File: config.mk
export PLATFORM = sky130hd
export DESIGN_NAME = iir_output_formatter
export DESIGN_NICKNAME = d
export VERILOG_FILES = /design/src/rtl/iir_pkg.sv /design/src/rtl/iir_sync_fifo.sv /design/src/rtl/iir_output_formatter.sv
export SDC_FILE = /design/constraint.sdc
export NUM_CORES = 1
export LEC_CHECK = 0
export CAP_MARGIN = 20
export CORE_UTILIZATION = 58
export CTS_BUF_LIST = sky130_fd_sc_hd__clkbuf_2 sky130_fd_sc_hd__clkbuf_4 sky130_fd_sc_hd__clkbuf_8
export DETAILED_ROUTE_END_ITERATION = 10
export PLACE_DENSITY = 0.82
export SETUP_SLACK_MARGIN = 0.4
export SLEW_MARGIN = 10
export SYNTH_ARGS = -nofsm -noshare
export SYNTH_HDL_FRONTEND = slang
export SYNTH_HIERARCHICAL = 1
export SYNTH_SLANG_ARGS = --single-unit
File: constraint.sdc
create_clock -name clk -period 4.3 [get_ports clk]
set_clock_uncertainty 0.2 [all_clocks]
set_input_delay 1.29 -clock clk [delete_from_list [all_inputs] [get_ports clk]]
set_output_delay 1.29 -clock clk [all_outputs]
set_load 0.02 [all_outputs]
File: src/rtl/iir_pkg.sv
// Shared constants for the IIR output path: Q4.12 format, saturation limits, default widths.
// Latency: none (constants only).
// Backpressure: not applicable.
package iir_pkg;

  // Q4.12 output format
  localparam int          FRAC_BITS = 12;
  localparam logic [15:0] Q_ONE     = 16'h1000;

  // Saturation limits of the 16-bit signed output
  localparam logic [15:0] SAT_MAX   = 16'h7FFF;
  localparam logic [15:0] SAT_MIN   = 16'h8000;

  // Default widths and depths
  localparam int DEF_DATA_IN_W  = 32;
  localparam int DEF_DATA_OUT_W = 16;
  localparam int DEF_FIFO_DEPTH = 8;
  localparam int DEF_CNT_W      = 16;

endpackage

File: src/rtl/iir_sync_fifo.sv
// Synchronous FIFO with push/pop, full/empty flags and an occupancy count.
// Latency: a pushed word is readable at the head on the cycle after the push edge.
// Backpressure: push while full is ignored unless a pop happens on the same edge; pop while empty is ignored.
module iir_sync_fifo
  import iir_pkg::*;
#(
  parameter int WIDTH = DEF_DATA_OUT_W,
  parameter int DEPTH = DEF_FIFO_DEPTH
) (
  input  logic                     clk,
  input  logic                     rst,
  input  logic                     push,
  input  logic [WIDTH-1:0]         push_dat,
  input  logic                     pop,
  output logic [WIDTH-1:0]         pop_dat,
  output logic                     full,
  output logic                     empty,
  output logic [$clog2(DEPTH):0]   count
);

  localparam int AW = $clog2(DEPTH);

  logic [WIDTH-1:0] mem [DEPTH];
  logic [AW-1:0]    wr_ptr;
  logic [AW-1:0]    rd_ptr;
  logic             do_push;
  logic             do_pop;

  assign full    = (count == DEPTH[AW:0]);
  assign empty   = (count == '0);
  assign do_pop  = pop && !empty;
  // A pop on the same edge frees the slot, so a push into a full FIFO still lands.
  assign do_push = push && (!full || do_pop);

  // Head is forced to zero when empty so the output is clean after reset.
  assign pop_dat = empty ? '0 : mem[rd_ptr];

  // Pointer and occupancy update; pointers wrap naturally at the power-of-2 depth.
  always_ff @(posedge clk or negedge rst) begin
    if (!rst) begin
      wr_ptr <= '0;
      rd_ptr <= '0;
      count  <= '0;
    end else begin
      if (do_push) wr_ptr <= wr_ptr + 1'b1;
      if (do_pop)  rd_ptr <= rd_ptr + 1'b1;
      if (do_push && !do_pop)      count <= count + 1'b1;
      else if (do_pop && !do_push) count <= count - 1'b1;
    end
  end

  // Storage array; contents need no reset because the count gates visibility.
  always_ff @(posedge clk) begin
    if (do_push) mem[wr_ptr] <= push_dat;
  end

endmodule

File: src/rtl/iir_output_formatter.sv
// Requantizes 32-bit IIR accumulator samples to Q4.12 (round-half-up, saturate), buffers and counts events.
// Latency: in_valid at edge E gives out_valid during the cycle after edge E+1 (two edges), one sample per cycle.
// Backpressure: none on input; a full FIFO with no pop drops the sample and bumps drop_count.
module iir_output_formatter
  import iir_pkg::*;
#(
  parameter int DATA_IN_W  = DEF_DATA_IN_W,
  parameter int DATA_OUT_W = DEF_DATA_OUT_W,
  parameter int FRAC_SHIFT = FRAC_BITS,
  parameter int FIFO_DEPTH = DEF_FIFO_DEPTH,
  parameter int CNT_W      = DEF_CNT_W
) (
  input  logic                          clk,
  input  logic                          rst,
  input  logic                          in_valid,
  input  logic signed [DATA_IN_W-1:0]   in_data,
  output logic                          out_valid,
  input  logic                          out_ready,
  output logic signed [DATA_OUT_W-1:0]  out_data,
  output logic [$clog2(FIFO_DEPTH):0]   fifo_count,
  output logic                          sat_flag,
  output logic [CNT_W-1:0]              sat_count,
  output logic [CNT_W-1:0]              drop_count,
  input  logic                          clr_stats
);

  // Rounding offset of one half LSB of the output, at the widened sum width.
  localparam logic signed [DATA_IN_W:0] RND =
    {{DATA_IN_W{1'b0}}, 1'b1} << (FRAC_SHIFT - 1);
  localparam logic [DATA_OUT_W-1:0] SAT_P = {1'b0, {(DATA_OUT_W-1){1'b1}}};
  localparam logic [DATA_OUT_W-1:0] SAT_N = {1'b1, {(DATA_OUT_W-1){1'b0}}};

  logic signed [DATA_IN_W:0]          rq_sum;
  logic signed [DATA_IN_W:0]          rq_shift;
  logic [DATA_IN_W-DATA_OUT_W+1:0]    rq_upper;
  logic                               rq_sat_hi;
  logic                               rq_sat_lo;
  logic [DATA_OUT_W-1:0]              rq_res;

  logic                               stage_vld;
  logic [DATA_OUT_W-1:0]              stage_dat;

  logic                               fifo_full;
  logic                               fifo_empty;
  logic                               fifo_pop;
  logic [DATA_OUT_W-1:0]              fifo_head;

  logic                               sat_evt;
  logic                               drop_evt;

  // Requantize: widen by one bit so the rounding add cannot wrap, shift, then clamp.
  always_comb begin
    rq_sum    = {in_data[DATA_IN_W-1], in_data} + RND;
    rq_shift  = rq_sum >>> FRAC_SHIFT;
    // The value fits when every bit from the output sign bit upward agrees.
    rq_upper  = rq_shift[DATA_IN_W:DATA_OUT_W-1];
    rq_sat_hi = !rq_shift[DATA_IN_W] && (|rq_upper);
    rq_sat_lo =  rq_shift[DATA_IN_W] && !(&rq_upper);
    if (rq_sat_hi)      rq_res = SAT_P;
    else if (rq_sat_lo) rq_res = SAT_N;
    else                rq_res = rq_shift[DATA_OUT_W-1:0];
  end

  // Stage register: valid tracks in_valid every cycle, data only loads on a sample.
  always_ff @(posedge clk or negedge rst) begin
    if (!rst) begin
      stage_vld <= 1'b0;
      stage_dat <= '0;
    end else begin
      stage_vld <= in_valid;
      if (in_valid) stage_dat <= rq_res;
    end
  end

  assign fifo_pop  = out_valid && out_ready;
  assign out_valid = !fifo_empty;
  assign out_data  = fifo_head;

  iir_sync_fifo #(
    .WIDTH (DATA_OUT_W),
    .DEPTH (FIFO_DEPTH)
  ) u_fifo (
    .clk      (clk),
    .rst      (rst),
    .push     (stage_vld),
    .push_dat (stage_dat),
    .pop      (fifo_pop),
    .pop_dat  (fifo_head),
    .full     (fifo_full),
    .empty    (fifo_empty),
    .count    (fifo_count)
  );

  // Saturation is counted when the sample enters the stage, so a later drop counts separately.
  assign sat_evt  = in_valid && (rq_sat_hi || rq_sat_lo);
  assign drop_evt = stage_vld && fifo_full && !fifo_pop;

  // Statistics: clear has priority over any event on the same edge; counters stick at all-ones.
  always_ff @(posedge clk or negedge rst) begin
    if (!rst) begin
      sat_flag   <= 1'b0;
      sat_count  <= '0;
      drop_count <= '0;
    end else if (clr_stats) begin
      sat_flag   <= 1'b0;
      sat_count  <= '0;
      drop_count <= '0;
    end else begin
      if (sat_evt) begin
        sat_flag <= 1'b1;
        if (sat_count != '1) sat_count <= sat_count + 1'b1;
      end
      if (drop_evt && (drop_count != '1)) drop_count <= drop_count + 1'b1;
    end
  end

endmodule
==> out/qor.tcl <==
set qor(hold-worst-slack_ps) 324
set qor(syn2layout_area_growth_pct) 18.2
set qor(cts.hold.buffers_added) 0
set qor(dieArea_um2) 14800
set qor(diodes) 0
set qor(wl_per_cell_um) 19.4
set qor(number_of_global_route_vias_before_repair) 5357
set qor(final_hold_viol_count) 0
set qor(fin_worst_setup_slack_ps) 490
set qor(outcome) {finished, final reports clean}
set qor(synth.cell_area_um2) 8330
set qor(grt_setup_unrepaired) {false}
set qor(drt_iter0_drc) 348
set qor(cts_max_level) 4
set qor(final_min_period_over_clock_period) 0.886
set qor(p_leak_nw) 3.61
set qor(post_synth.cell_area_avg_um2) 14.8
set qor(yosysWarnings) 6
set qor(netlist_instances) 564
set qor(finalNetCount) 708
set qor(detail_route.first_pass.iterations) 5
set qor(min-delay-path-class) {reg -> reg}
set qor(synth_seq_cells) 188
set qor(detail_route.vias_per_cell) 6.09
set qor(rr_startpoint) {u_fifo/count[1]}
set qor(cts_tree) {done}
set qor(slew-limit-headroom) 0.423
set qor(post_synth_fa_ha_maj_area_fraction) 0.0144
set qor(path_max_fanout) 19
set qor(effective_utilization_at_floorplan) 0.598
set qor(max_stage_delay_ps) 570
set qor(dp_hpwl_um) 10900
set qor(start_kind) {input pin}
set qor(source_to_sink_clock_delay_at_the_later_pin_of_the_worst_skew_pair_ps) 460
set qor(final.min_clock_period_ps) 3810
set qor(ordered_list_of_cells_on_the_worst_path) {clkdlybuf4s50_1 > nand4_2 > nor4_4 > a211oi_1 > nand2b_1 > and3_1 > buf_12 > nor3b_1 > mux2_2}
set qor(globalplace.congestion) 0.864
set qor(synth_sequential_area_ratio) 0.642
set qor(critical-path-slowest-cell) {sky130_fd_sc_hd__clkdlybuf4s50_1}
set qor(ir_drop_v) 0.000269
set qor(clock_sinks) 188
set qor(ys_dominant_reg_cell) {sky130_fd_sc_hd__edfxtp_1}
set qor(initial_antenna_violation_count) 0
set qor(cap_viol_max_count) 0
set qor(rows) 43
set qor(reg2reg_slack_ps) 1130
set qor(yosys.area_share.simple) 0.109
set qor(layout.cells.most_common_list) {sky130_fd_sc_hd__edfxtp_1, sky130_fd_sc_hd__clkdlybuf4s50_1, sky130_fd_sc_hd__dfrtp_1, sky130_fd_sc_hd__nor2_1, sky130_fd_sc_hd__mux4_2}
set qor(setup.worst_path.start) {in_data[16]}
set qor(muxShareOfSynthArea) 0.105
set qor(overflow) 0
set qor(postSynth.asyncResetShare) 0.319
set qor(globalRouteTotalUtil) 0.244
set qor(timing.hold.worst.start) {u_fifo/rd_ptr[2]}
set qor(synth-compound-area-share) 0.0622
set qor(cts_buffer_depth) 2
set qor(synth_top_cells_by_area) {sky130_fd_sc_hd__edfxtp_1, sky130_fd_sc_hd__dfrtp_1, sky130_fd_sc_hd__mux4_2}
set qor(die_x_um) 122
set qor(fmax_mhz) 262
set qor(fillerInstances) 874
set qor(drive_above_1_share) 0.190
set qor(timing.critical_path.to_type) {register}
set qor(worst-setup-path-type) {in -> reg}
set qor(synth_area_leader_cell) {sky130_fd_sc_hd__edfxtp_1}
set qor(setup-violations-final) 0
set qor(synth_cell_types) 52
set qor(pin_count) 91
set qor(fp.dieH_um) 122
set qor(core_region_area_um2) 13900
set qor(drt_drc_violations_left) 0
set qor(final_common_cell) {sky130_fd_sc_hd__edfxtp_1}
set qor(cellPowerDensity_nw_per_um2) 543
set qor(mappedNetlistNets) 610
set qor(ant_nets) 0
set qor(synth_top_family_by_area) {simple AND/OR/NAND/NOR gates}
set qor(synth_edf_count) 128
set qor(setup-tns-final_ps) 0
set qor(synth_top_area_share) 0.461
set qor(port-buffer-count) 79
set qor(routed_wirelength_um) 16500
set qor(clock_tree.root_cell) {sky130_fd_sc_hd__clkbuf_8}
set qor(worst-endpoint-arrival_ps) 3960
set qor(synthXorXnorAreaFrac) 0.0389
set qor(post-place-ws_ps) 85.9
set qor(finalMaxSlewViolations) 0
set qor(cp.required_ps) 4450
set qor(first_pass_grt_wire_length_um) 27000
set qor(cts.clk_slew.worst_paths_ps) 90
set qor(maximum_number_of_pins_on_one_net_before_global_route_repair) 39
set qor(numCtsBuffers) 17
set qor(timing_worst_slew_pin_value_ps) 865
set qor(vias) 5206
-- path summary, 6_finish.rpt --
path,depth (start not counted),end
worst min register to register,1,u_fifo/rd_ptr[2]
max in group asynchronous,2,stage_dat[5]
worst max register to register,11,u_fifo/count[3]
worst min-delay path,1,u_fifo/rd_ptr[2]
worst max-delay path,9,sat_count[0]
min in group asynchronous,1,drop_count[4]
-- worst max-delay path: cells and delay by family --
kind                   cells  cell delay, ps
AO/OA/AOI/OAI              1             120
buffers and inverters      2             760
multiplexers               1             380
AND/OR/NAND/NOR            5            1410
-- metrics by stage --
stage	power [mW]	utilization	instance area [um^2]	cells
3_3_place_gp	4.25	0.677	9430	820
2_1_floorplan	3.64	-	8340	564
5_1_grt	5.62	0.706	9840	855
3_5_place_dp	4.33	0.677	9430	820
4_1_cts	5.39	0.705	9830	854
6_report	5.35	0.706	9840	855
-- timing repair --
action                     in CTS  in global routing
resized for setup              21                  5
buffers inserted                2                  1
pin swaps                       0                  0
setup endpoints to repair      16                 10
-- logic make-up (layout without fill, tap and decap cells) --
kind of cell / Yosys count / after routing
buf+inv: 52 / 163
simple gates: 164 / 164
flops: 188 / 188
compound gates: 68 / 68
mux: 46 / 46
fa+ha+maj: 9 / 9
xor+xnor: 37 / 37
-- Yosys cell counts, types with 11 or more instances --
library cell               count
sky130_fd_sc_hd__xnor2_1      18
sky130_fd_sc_hd__nand2_1      25
sky130_fd_sc_hd__xor2_1       19
sky130_fd_sc_hd__inv_1        25
sky130_fd_sc_hd__nor2_1       36
sky130_fd_sc_hd__nor3_1       11
sky130_fd_sc_hd__edfxtp_1    128
sky130_fd_sc_hd__dfrtp_1      60
sky130_fd_sc_hd__clkbuf_1     16
sky130_fd_sc_hd__mux4_2       32
sky130_fd_sc_hd__nand3_1      22
sky130_fd_sc_hd__a21oi_1      14
sky130_fd_sc_hd__o221ai_1     14
sky130_fd_sc_hd__nand4_1      12
-- report_power, final --
| part | internal (mW) | switching, mW | leakage [nW] | total (mW) |
|---|---|---|---|---|
| Clock | 0.543 | 0.607 | 0.203 | 1.15 |
| Combinational | 0.863 | 0.962 | 1.47 | 1.83 |
| Sequential | 2.23 | 0.145 | 1.93 | 2.37 |
| Total | 3.63 | 1.71 | 3.61 | 5.35 |
-- area by class of cell --
cell class	count	area [um^2]	area share
Sequential cell	188	5350	0.543
Multi-Input combinational cell	324	2780	0.282
Timing Repair Buffer	106	1000	0.102
Clock buffer	20	256	0.0261
Tap cell	180	225	0.0229
Clock inverter	12	139	0.0141
Inverter	25	93.8	0.00953
-- sequential cells by signal, summed over array words and instances, names as in the netlist --
register       cells
sat_count         16
stage_vld          1
u_fifo/count       4
u_fifo/mem       128
u_fifo/rd_ptr      3
u_fifo/wr_ptr      3
stage_dat         16
drop_count        16
sat_flag           1
-- layer usage --
metal	part of all wire	track usage	routed length, um
met1	0.43	0.319	7120
met2	0.51	0.413	8480
met3	0.046	0.0482	758
met4	0.012	0.0725	192
met5	0	0	0
(Power assumes the default switching activity.)
